**config.mk**
```make
export PLATFORM = sky130hd
export DESIGN_NAME = sr_latch_ctrl
export DESIGN_NICKNAME = d
export VERILOG_FILES = /design/src/rtl/sr_latch_ctrl.sv
export SDC_FILE = /design/constraint.sdc
export NUM_CORES = 1
export LEC_CHECK = 0
export CAP_MARGIN = 20
export CORE_ASPECT_RATIO = 0.9
export CORE_MARGIN = 3
export CORE_UTILIZATION = 43
export CTS_CLUSTER_DIAMETER = 60
export DETAILED_ROUTE_END_ITERATION = 10
export GPL_TIMING_DRIVEN = 1
export HOLD_SLACK_MARGIN = 0.02
export PLACE_DENSITY = 0.77
export SYNTH_ARGS = -nofsm -noshare
export SYNTH_HDL_FRONTEND = slang
export SYNTH_SLANG_ARGS = --single-unit
```
**constraint.sdc**
```tcl
create_clock -name clk -period 2.4 [get_ports clk]
set_clock_uncertainty 0.2 [all_clocks]
set_input_delay 0.48 -clock clk [delete_from_list [all_inputs] [get_ports clk]]
set_output_delay 0.48 -clock clk [all_outputs]
set_load 0.005 [all_outputs]
```
**src/rtl/sr_latch_ctrl.sv**
```systemverilog
// ============================================================================
// sr_latch_ctrl : pulse sequencer for a bank of SR latches with Q readback
// Rev 1.0 - initial release
// ============================================================================
`default_nettype none

module sr_latch_ctrl #(
    parameter int N       = 4,
    parameter int IDX_W   = 2,
    parameter int PULSE_W = 2,
    parameter int GAP_W   = 1
) (
    input  logic             clk,
    input  logic             rst,
    input  logic             cmd_valid,
    output logic             cmd_ready,
    input  logic             cmd_set,
    input  logic [IDX_W-1:0] cmd_idx,
    output logic [N-1:0]     S,
    output logic [N-1:0]     R,
    input  logic [N-1:0]     Q,
    output logic             busy,
    output logic             done,
    output logic             err,
    output logic [IDX_W-1:0] err_idx
);

    localparam int CNT_MAX = (PULSE_W > GAP_W) ? PULSE_W : GAP_W;
    localparam int CNT_W   = $clog2(CNT_MAX + 1);

    localparam logic [CNT_W-1:0] PULSE_LD = CNT_W'(PULSE_W);
    localparam logic [CNT_W-1:0] GAP_LD   = CNT_W'(GAP_W);
    localparam logic [CNT_W-1:0] CNT_ONE  = CNT_W'(1);
    localparam logic [IDX_W:0]   N_VAL    = (IDX_W + 1)'(N);

    typedef enum logic [1:0] {
        ST_IDLE  = 2'd0,
        ST_PULSE = 2'd1,
        ST_GAP   = 2'd2,
        ST_CHECK = 2'd3
    } state_t;

    state_t           state;
    state_t           state_nxt;
    logic [CNT_W-1:0] cnt;
    logic [CNT_W-1:0] cnt_nxt;
    logic             tgt_set;
    logic [IDX_W-1:0] tgt_idx;
    logic             tgt_oor;
    logic             load_tgt;
    logic             in_range;
    logic             drive_set;
    logic [IDX_W-1:0] drive_idx;
    logic [N-1:0]     drive_lane;
    logic [N-1:0]     tgt_lane;
    logic [N-1:0]     s_nxt;
    logic [N-1:0]     r_nxt;
    logic             q_tgt;
    logic             mismatch;
    logic             fail_now;
    logic             err_q;
    logic [IDX_W-1:0] err_idx_q;

    assign in_range = ({1'b0, cmd_idx} < N_VAL);

    // Next-cycle drive target comes from the bus on the accept edge, else from the held command
    assign drive_set = load_tgt ? cmd_set : tgt_set;
    assign drive_idx = load_tgt ? cmd_idx : tgt_idx;

    generate
        for (genvar i = 0; i < N; i++) begin : g_lane
            assign drive_lane[i] = (state_nxt == ST_PULSE) && (drive_idx == IDX_W'(i));
            assign tgt_lane[i]   = (tgt_idx == IDX_W'(i));
        end
    endgenerate

    assign s_nxt = drive_set ? drive_lane : '0;
    assign r_nxt = drive_set ? '0 : drive_lane;

    always_comb begin
        state_nxt = state;
        cnt_nxt   = cnt;
        load_tgt  = 1'b0;
        case (state)
            ST_IDLE: begin
                if (cmd_valid) begin
                    load_tgt = 1'b1;
                    if (in_range) begin
                        state_nxt = ST_PULSE;
                        cnt_nxt   = PULSE_LD;
                    end else begin
                        state_nxt = ST_CHECK;
                    end
                end
            end
            ST_PULSE: begin
                cnt_nxt = cnt - CNT_ONE;
                if (cnt == CNT_ONE) begin
                    if (GAP_W > 0) begin
                        state_nxt = ST_GAP;
                        cnt_nxt   = GAP_LD;
                    end else begin
                        state_nxt = ST_CHECK;
                    end
                end
            end
            ST_GAP: begin
                cnt_nxt = cnt - CNT_ONE;
                if (cnt == CNT_ONE) begin
                    state_nxt = ST_CHECK;
                end
            end
            ST_CHECK: begin
                state_nxt = ST_IDLE;
            end
            default: begin
                state_nxt = ST_IDLE;
            end
        endcase
    end

    always_ff @(posedge clk or posedge rst) begin
        if (rst) begin
            state   <= ST_IDLE;
            cnt     <= '0;
            tgt_set <= 1'b0;
            tgt_idx <= '0;
            tgt_oor <= 1'b0;
            S       <= '0;
            R       <= '0;
        end else begin
            state <= state_nxt;
            cnt   <= cnt_nxt;
            S     <= s_nxt;
            R     <= r_nxt;
            if (load_tgt) begin
                tgt_set <= cmd_set;
                tgt_idx <= cmd_idx;
                tgt_oor <= ~in_range;
            end
        end
    end

    // tgt_lane is all-zero for an out-of-range index, so no out-of-bounds select of Q
    assign q_tgt    = |(Q & tgt_lane);
    assign mismatch = tgt_oor | (q_tgt != tgt_set);
    assign fail_now = (state == ST_CHECK) && mismatch;

    always_ff @(posedge clk or posedge rst) begin
        if (rst) begin
            err_q     <= 1'b0;
            err_idx_q <= '0;
        end else if (fail_now && !err_q) begin
            err_q     <= 1'b1;
            err_idx_q <= tgt_idx;
        end
    end

    // The failure is already reported during the done cycle; the registers hold it afterwards
    assign err       = err_q | fail_now;
    assign err_idx   = err_q ? err_idx_q : (fail_now ? tgt_idx : '0);
    assign cmd_ready = (state == ST_IDLE);
    assign busy      = (state != ST_IDLE);
    assign done      = (state == ST_CHECK);

endmodule

`default_nettype wire

```
==> metrics.md, run 1 <==
| Metric | Value |
|---|---|
| Critical Path Source Type | `input pin` |
| Power per cell area | `1210 nW/µm²` |
| Total track usage | `0.156` |
| Hold Crit Class | `register to register` |
| Congestion Overflow GR | `0` |
| Synth Net Count | `107` |
| Post-synth top area share | `0.477` |
| Vias post-DR | `around 740` |
| Leak | `0.647 nW` |
| Count leader, synth | `dfrtp_1` |
| Layout area overhead | `37.1%` |
| # DRC | `0` |
| Seq/Total Area, Yosys | `0.477` |
| Cell taking the most area after synthesis | `dfrtp_1` |
| Number of synthesized flops with an enable pin | `0` |
| Synth Flop Type | `dfrtp_1` |
| Synth Register Bits | `18` |
| Max cap viols | `0` |
| Clock Path Buffers | `2` |
| CTS sink count | `18` |
| Power consumption | `1.56 mW` |
| Crit path time final | `2.50 ns` |
| CP Data Required Time | `1.72 ns` |
| Period utilization | `1.04` |
| Crit path cell chain | `dlygate4sd2_1 -> mux4_2 -> xnor2_2 -> buf_4 -> nand3_2 -> o21ai_1 -> buf_2` |
| Synth Instances | `88` |
| Post-cts hold buffer count | `0` |
| Slew @ Worst Pin | `around 0.68 ns` |
| Worst VDD drop | `0.000621 V` |
| Pin count of the biggest net entering global routing | `19` |
| CP peak stage delay | `0.48 ns` |
| Outcome | `complete, but fails checks` |
| H-tree depth | `1` |
| Nets | `142` |
| Worst-path fanout max | `2` |
| Synth warnings | `0` |
| Vias in the first global route | `752` |
| Die area | `2800 µm²` |
| DRT iter0 DRCs | `9` |
| # setup viols final | `3` |
| RSZ-0062 raised after global routing | `true` |
| Min Hold Slack | `0.320 ns` |
| DIE HEIGHT | `50.5 µm` |
| Root buf cell | `clkbuf_4` |
| Post-synth top cells | `18 x dfrtp_1, 11 x inv_1, 11 x nor2_1, 9 x ha_1, 5 x a31oi_1` |
| Setup slack after layout | `-0.104 ns` |
| Global placer's final weighted congestion | `0.829` |
| Fillers | `169` |
| Slew HR | `0.549` |
| Hold Fails Final Rpt | `0` |
| CORE AREA | `1990 µm²` |
| Io pins | `24` |
| Synth Cell Area | `between 900 and 1000 µm²` |
| Drt total wl | `2.03 mm` |
| Clock buffer count from CTS | `3` |
| Avg WL per Cell | `13.9 µm` |
| First-pass GRT wire length | `3.37 mm` |
| Starting Density | `0.475` |
| Ys async rst share | `1.00` |
| DPL Wire Length | `1.62 mm` |
| Layout cells sized above 1 | `0.215` |
| Die width | `55.4 µm` |
| First drt pass iteration count | `4` |
| # rows | `15` |
| CTS tree | `built` |
| Failing checks | `setup timing` |
| Synth top area cells | `dfrtp_1 48%, ha_1 12%, inv_1 4.4%, nor2_1 4.4%, mux2_2 3.6%` |
| Worst slack at placement | `-0.674 ns` |
| Remaining antenna violation count | `0` |
| Clock Latency Late Sink | `0.28 ns` |
| Crit path kind | `input pin to primary output` |
| Initial antenna violation count | `0` |
| Via-to-Cell Ratio | `between 5 and 6` |
| Reg clk slew, reported paths | `around 0.090 ns` |
| Slowest CP cell | `mux4_2` |
| Final Max Tran Viols | `0` |
| ANT cells | `0` |
| FMAX | `about 400 MHz` |
| Yosys cell types | `25` |
| Syn_area_per_cell | `10.7 µm²` |
| # port buffers | `23` |
| Arr. time, crit path | `approximately 1.8 ns` |
| Worst setup EP type | `primary output` |
area by class of cell:
| type | count | area (µm²) | share of cell area |
|---|---|---|---|
| sequential | 18 | 450 | 0.348 |
| inverter | 11 | 41.3 | 0.0319 |
| tap | 25 | 31.3 | 0.0242 |
| multi-input combinational | 58 | 479 | 0.370 |
| timing repair buffer | 31 | 270 | 0.209 |
| clock buffer | 3 | 22.5 | 0.0174 |
stage by stage:
step            util  cell area (µm²)  TNS, ns  instances
2_1_floorplan      -              945        0         88
3_3_place_gp   0.627             1250    -1.98        141
3_5_place_dp   0.627             1250    -2.00        141
4_1_cts        0.639             1270   -0.406        145
5_1_grt        0.651             1290   -0.610        146
6_report       0.651             1290   -0.275        146
final timing paths:
| kind | start | slack [ns] | endpoint | depth (start not counted) |
|---|---|---|---|---|
| min in group asynchronous | rst | 0.39 | S[1]$_DFF_PP0_ | 2 |
| hold / removal | err_idx_q[0]$_DFFE_PP0P_ | 0.32 | err_idx_q[0]$_DFFE_PP0P_ | 1 |
| hold reg to reg | err_idx_q[0]$_DFFE_PP0P_ | 0.32 | err_idx_q[0]$_DFFE_PP0P_ | 1 |
| setup / recovery | Q[0] | -0.10 | err_idx[0] | 7 |
| max in group asynchronous | rst | 1.19 | cnt[0]$_DFFE_PP0P_ | 2 |
| setup reg to reg | tgt_idx[0]$_DFF_PP0_ | 0.34 | err_idx_q[1]$_DFFE_PP0P_ | 6 |
cell usage in the layout (no fill, tap or decap), drive strengths merged, types with 2 or more instances in the layout:
cell type,instances
nor3b,2
ha,9
nor2,11
inv,11
nand3b,2
a31oi,5
nand2b,2
clkbuf,3
nand2,4
o21ai,4
buf,11
dfrtp,18
a21o,2
o2bb2ai,2
nand3,3
mux2,4
clkdlybuf4s50,16
dlygate4sd2,4
logic make-up (layout without fill, tap and decap cells):
kind of cell	after synthesis	count (layout)	synth area share
buf+inv	12	45	0.0477
fa+ha+maj	9	9	0.119
simple gates	25	25	0.130
flops	18	18	0.477
compound gates	17	17	0.123
mux	6	6	0.0861
xor+xnor	1	1	0.0172
repair_timing:
item                                    in CTS  in global routing
buffers inserted                             1                  1
endpoints found under the setup margin       3                  5
resized for setup                           20                  3
pin swaps                                    5                  3
sequential cells by signal, indices dropped and copies added (netlist names):
name	cells
R	4
S	4
cnt	2
err_idx_q	2
state	2
tgt_idx	2
err_q	1
tgt_set	1
where the power goes:
part	internal [mW]	total (mW)	switching, mW
logic	0.495	0.923	0.428
clock network	0.0582	0.142	0.0833
registers	0.417	0.496	0.0795
per-layer routing:
metal / share of wire / GRT usage / vias to the layer above
met1: 0.46 / 0.186 / 353
met5: 0 / 0 / -
met3: 0.041 / 0.0488 / 4
met2: 0.48 / 0.274 / 16
li1: - / - / 368
met4: 0.014 / 0.0364 / 0
critical path: cells and delay by family:
family | cells | cell delay, ns
buffers and inverters | 3 | 0.52
muxes | 1 | 0.48
xor gates and xnor gates | 1 | 0.15
AOI/OAI and AO/OA | 1 | 0.12
and+or+nand+nor | 1 | 0.07
Power figures use the tool's default switching activity.
==> inputs of run 2 (changes only) <==
--- a/config.mk
+++ b/config.mk
@@ -14,6 +14,7 @@
 export GPL_TIMING_DRIVEN = 1
 export HOLD_SLACK_MARGIN = 0.02
 export PLACE_DENSITY = 0.77
+export SLEW_MARGIN = 20
 export SYNTH_ARGS = -nofsm -noshare
 export SYNTH_HDL_FRONTEND = slang
 export SYNTH_SLANG_ARGS = --single-unit
==> results of run 2 <==
Final layout, timing and power as in run 1 (identical DEF).
==> inputs of run 3 (changes only) <==
--- a/config.mk
+++ b/config.mk
@@ -13,6 +13,7 @@
 export DETAILED_ROUTE_END_ITERATION = 10
 export GPL_TIMING_DRIVEN = 1
 export HOLD_SLACK_MARGIN = 0.02
+export MAX_ROUTING_LAYER = met4
 export PLACE_DENSITY = 0.77
 export SLEW_MARGIN = 20
 export SYNTH_ARGS = -nofsm -noshare
==> run 3 against run 2 <==
The flow still finishes with violations (setup timing); register-to-register slack hardly changed; cell area stayed put; first-iteration DRC count down 22%; largest power group unchanged; die area unchanged; clock power about the same.
==> metrics.md, run 3 (synthesis gave the netlist of run 1 again) <==
| Metric | Value |
|---|---|
| Slew HR | `0.551` |
| H-tree depth | `1` |
| Nets | `142` |
| Worst VDD drop | `0.000623 V` |
| Leak | `0.647 nW` |
| Drt total wl | `2.04 mm` |
| Setup slack after layout | `-0.106 ns` |
| Root buf cell | `clkbuf_4` |
| Die width | `55.4 µm` |
| CP Data Required Time | `1.72 ns` |
| DIE HEIGHT | `50.5 µm` |
| Layout area overhead | `37.1%` |
| Power per cell area | `1210 nW/µm²` |
| Dpl cells | `141` |
| Initial antenna violation count | `0` |
| Avg WL per Cell | `13.9 µm` |
| DRT iter0 DRCs | `7` |
| # port buffers | `23` |
| Via-to-Cell Ratio | `4.99` |
| Final Max Tran Viols | `0` |
| RSZ-0062 raised after global routing | `true` |
| Critical Path Source Type | `register` |
| Io pins | `24` |
| Final std cells w/o fill | `approximately 150` |
| Arr. time, crit path | `1.83 ns` |
| CTS tree | `built` |
| Global placer's final weighted congestion | `0.842` |
| Pin count of the biggest net entering global routing | `19` |
| DPL Wire Length | `1.62 mm` |
| Clock buffer count from CTS | `3` |
| Most common cell after layout, fill and taps aside | `dfrtp_1` |
| Hold Crit Class | `register to register` |
| Power consumption | `1.56 mW` |
| CTS sink count | `18` |
| Max cap viols | `0` |
| Fillers | `around 170` |
| Slowest CP cell | `mux4_2` |
| Clock Latency Late Sink | `0.28 ns` |
| Crit path cell chain | `mux4_2 -> xnor2_2 -> buf_4 -> nand3_2 -> o21ai_1 -> buf_2` |
| FMAX | `between 300 and 400 MHz` |
| First-pass GRT wire length | `around 3.4 mm` |
| First drt pass iteration count | `4` |
| Worst-path fanout max | `2` |
| Finished Cell Area | `1290 µm²` |
| Slew @ Worst Pin | `between 0.6 and 0.7 ns` |
| Period utilization | `1.04` |
| Placed Area | `1250 µm²` |
| Top Registers | `R: 4 flops, S: 4 flops` |
| Clock Path Buffers | `2` |
| Congestion Overflow GR | `0` |
| Worst slack at placement | `-0.674 ns` |
| # rows | `15` |
| CP peak stage delay | `0.54 ns` |
| # DRC | `0` |
| Crit path kind | `register to primary output` |
| Failing checks | `setup timing` |
| Reg clk slew, reported paths | `0.09 ns` |
| Commonest cells after routing, fill and taps aside | `18 x dfrtp_1, 16 x clkdlybuf4s50_1, 11 x inv_1, 11 x nor2_1` |
| Crit path time final | `roughly 2.5 ns` |
| Hold Fails Final Rpt | `0` |
| # setup viols final | `3` |
| Worst setup EP type | `primary output` |
| ANT cells | `0` |
| Vias in the first global route | `748` |
| Layout Utilization | `0.651` |
| Vias post-DR | `approximately 730` |
| Remaining antenna violation count | `0` |
| Total track usage | `0.161` |
| Outcome | `complete, but fails checks` |
| Die area | `2800 µm²` |
| Starting Density | `0.475` |
| Layout cells sized above 1 | `0.215` |
| CORE AREA | `a little under 2000 µm²` |
==> run 3: worst paths after layout <==
path,start,cells past startpoint,endpoint,slack [ns]
setup / recovery,tgt_idx[0]$_DFF_PP0_,6,err_idx[0],-0.11
hold / removal,err_idx_q[0]$_DFFE_PP0P_,1,err_idx_q[0]$_DFFE_PP0P_,0.32
setup reg to reg,tgt_idx[0]$_DFF_PP0_,6,err_idx_q[1]$_DFFE_PP0P_,0.34
hold reg to reg,err_idx_q[0]$_DFFE_PP0P_,1,err_idx_q[0]$_DFFE_PP0P_,0.32
max in group asynchronous,rst,2,cnt[0]$_DFFE_PP0P_,1.19
min in group asynchronous,rst,2,tgt_idx[1]$_DFF_PP0_,0.38
==> run 3: report_power, final <==
part | switching (mW) | total, mW | internal, mW | leakage, nW
sequential | 0.0791 | 0.496 | 0.417 | 0.234
clock | 0.0842 | 0.143 | 0.0583 | 0.0138
combinational | 0.430 | 0.926 | 0.495 | 0.399
==> run 3: timing repair <==
item                       4_1_cts  5_1_grt
setup buffers                    1        1
hold buffers                     0        0
gates resized for setup         20        3
pin swaps                        5        3
setup endpoints to repair        3        5
==> run 3: critical path, delay by kind of cell (launching register included) <==
| family | cells | cell delay, ns |
|---|---|---|
| muxes | 1 | 0.54 |
| DFF | 1 | 0.39 |
| buffers and inverters | 2 | 0.28 |
| xor gates and xnor gates | 1 | 0.16 |
| AOI/OAI and AO/OA | 1 | 0.12 |
| and+or+nand+nor | 1 | 0.07 |
==> run 3: cell type report <==
type | count | area (µm²) | area share
Clock buffer | 3 | 22.5 | 0.0174
Inverter | 11 | 41.3 | 0.0319
Multi-Input combinational cell | 58 | 479 | 0.370
Sequential cell | 18 | 450 | 0.348
Tap cell | 25 | 31.3 | 0.0242
Timing Repair Buffer | 31 | 270 | 0.209
==> run 3: layer usage <==
layer	vias up	wire length, µm	track usage
met2	13	982	0.274
met1	344	960	0.190
met3	4	62	0.0463
met5	-	0	-
met4	0	30	0.0364
li1	368	-	-
==> run 3: per-stage QoR <==
stage / TNS, ns / hold slack (ns)
2_1_floorplan: 0 / 0.219
3_3_place_gp: -1.98 / 0.279
3_5_place_dp: -2.00 / 0.305
4_1_cts: -0.406 / 0.327
5_1_grt: -0.610 / 0.335
6_report: -0.280 / 0.319
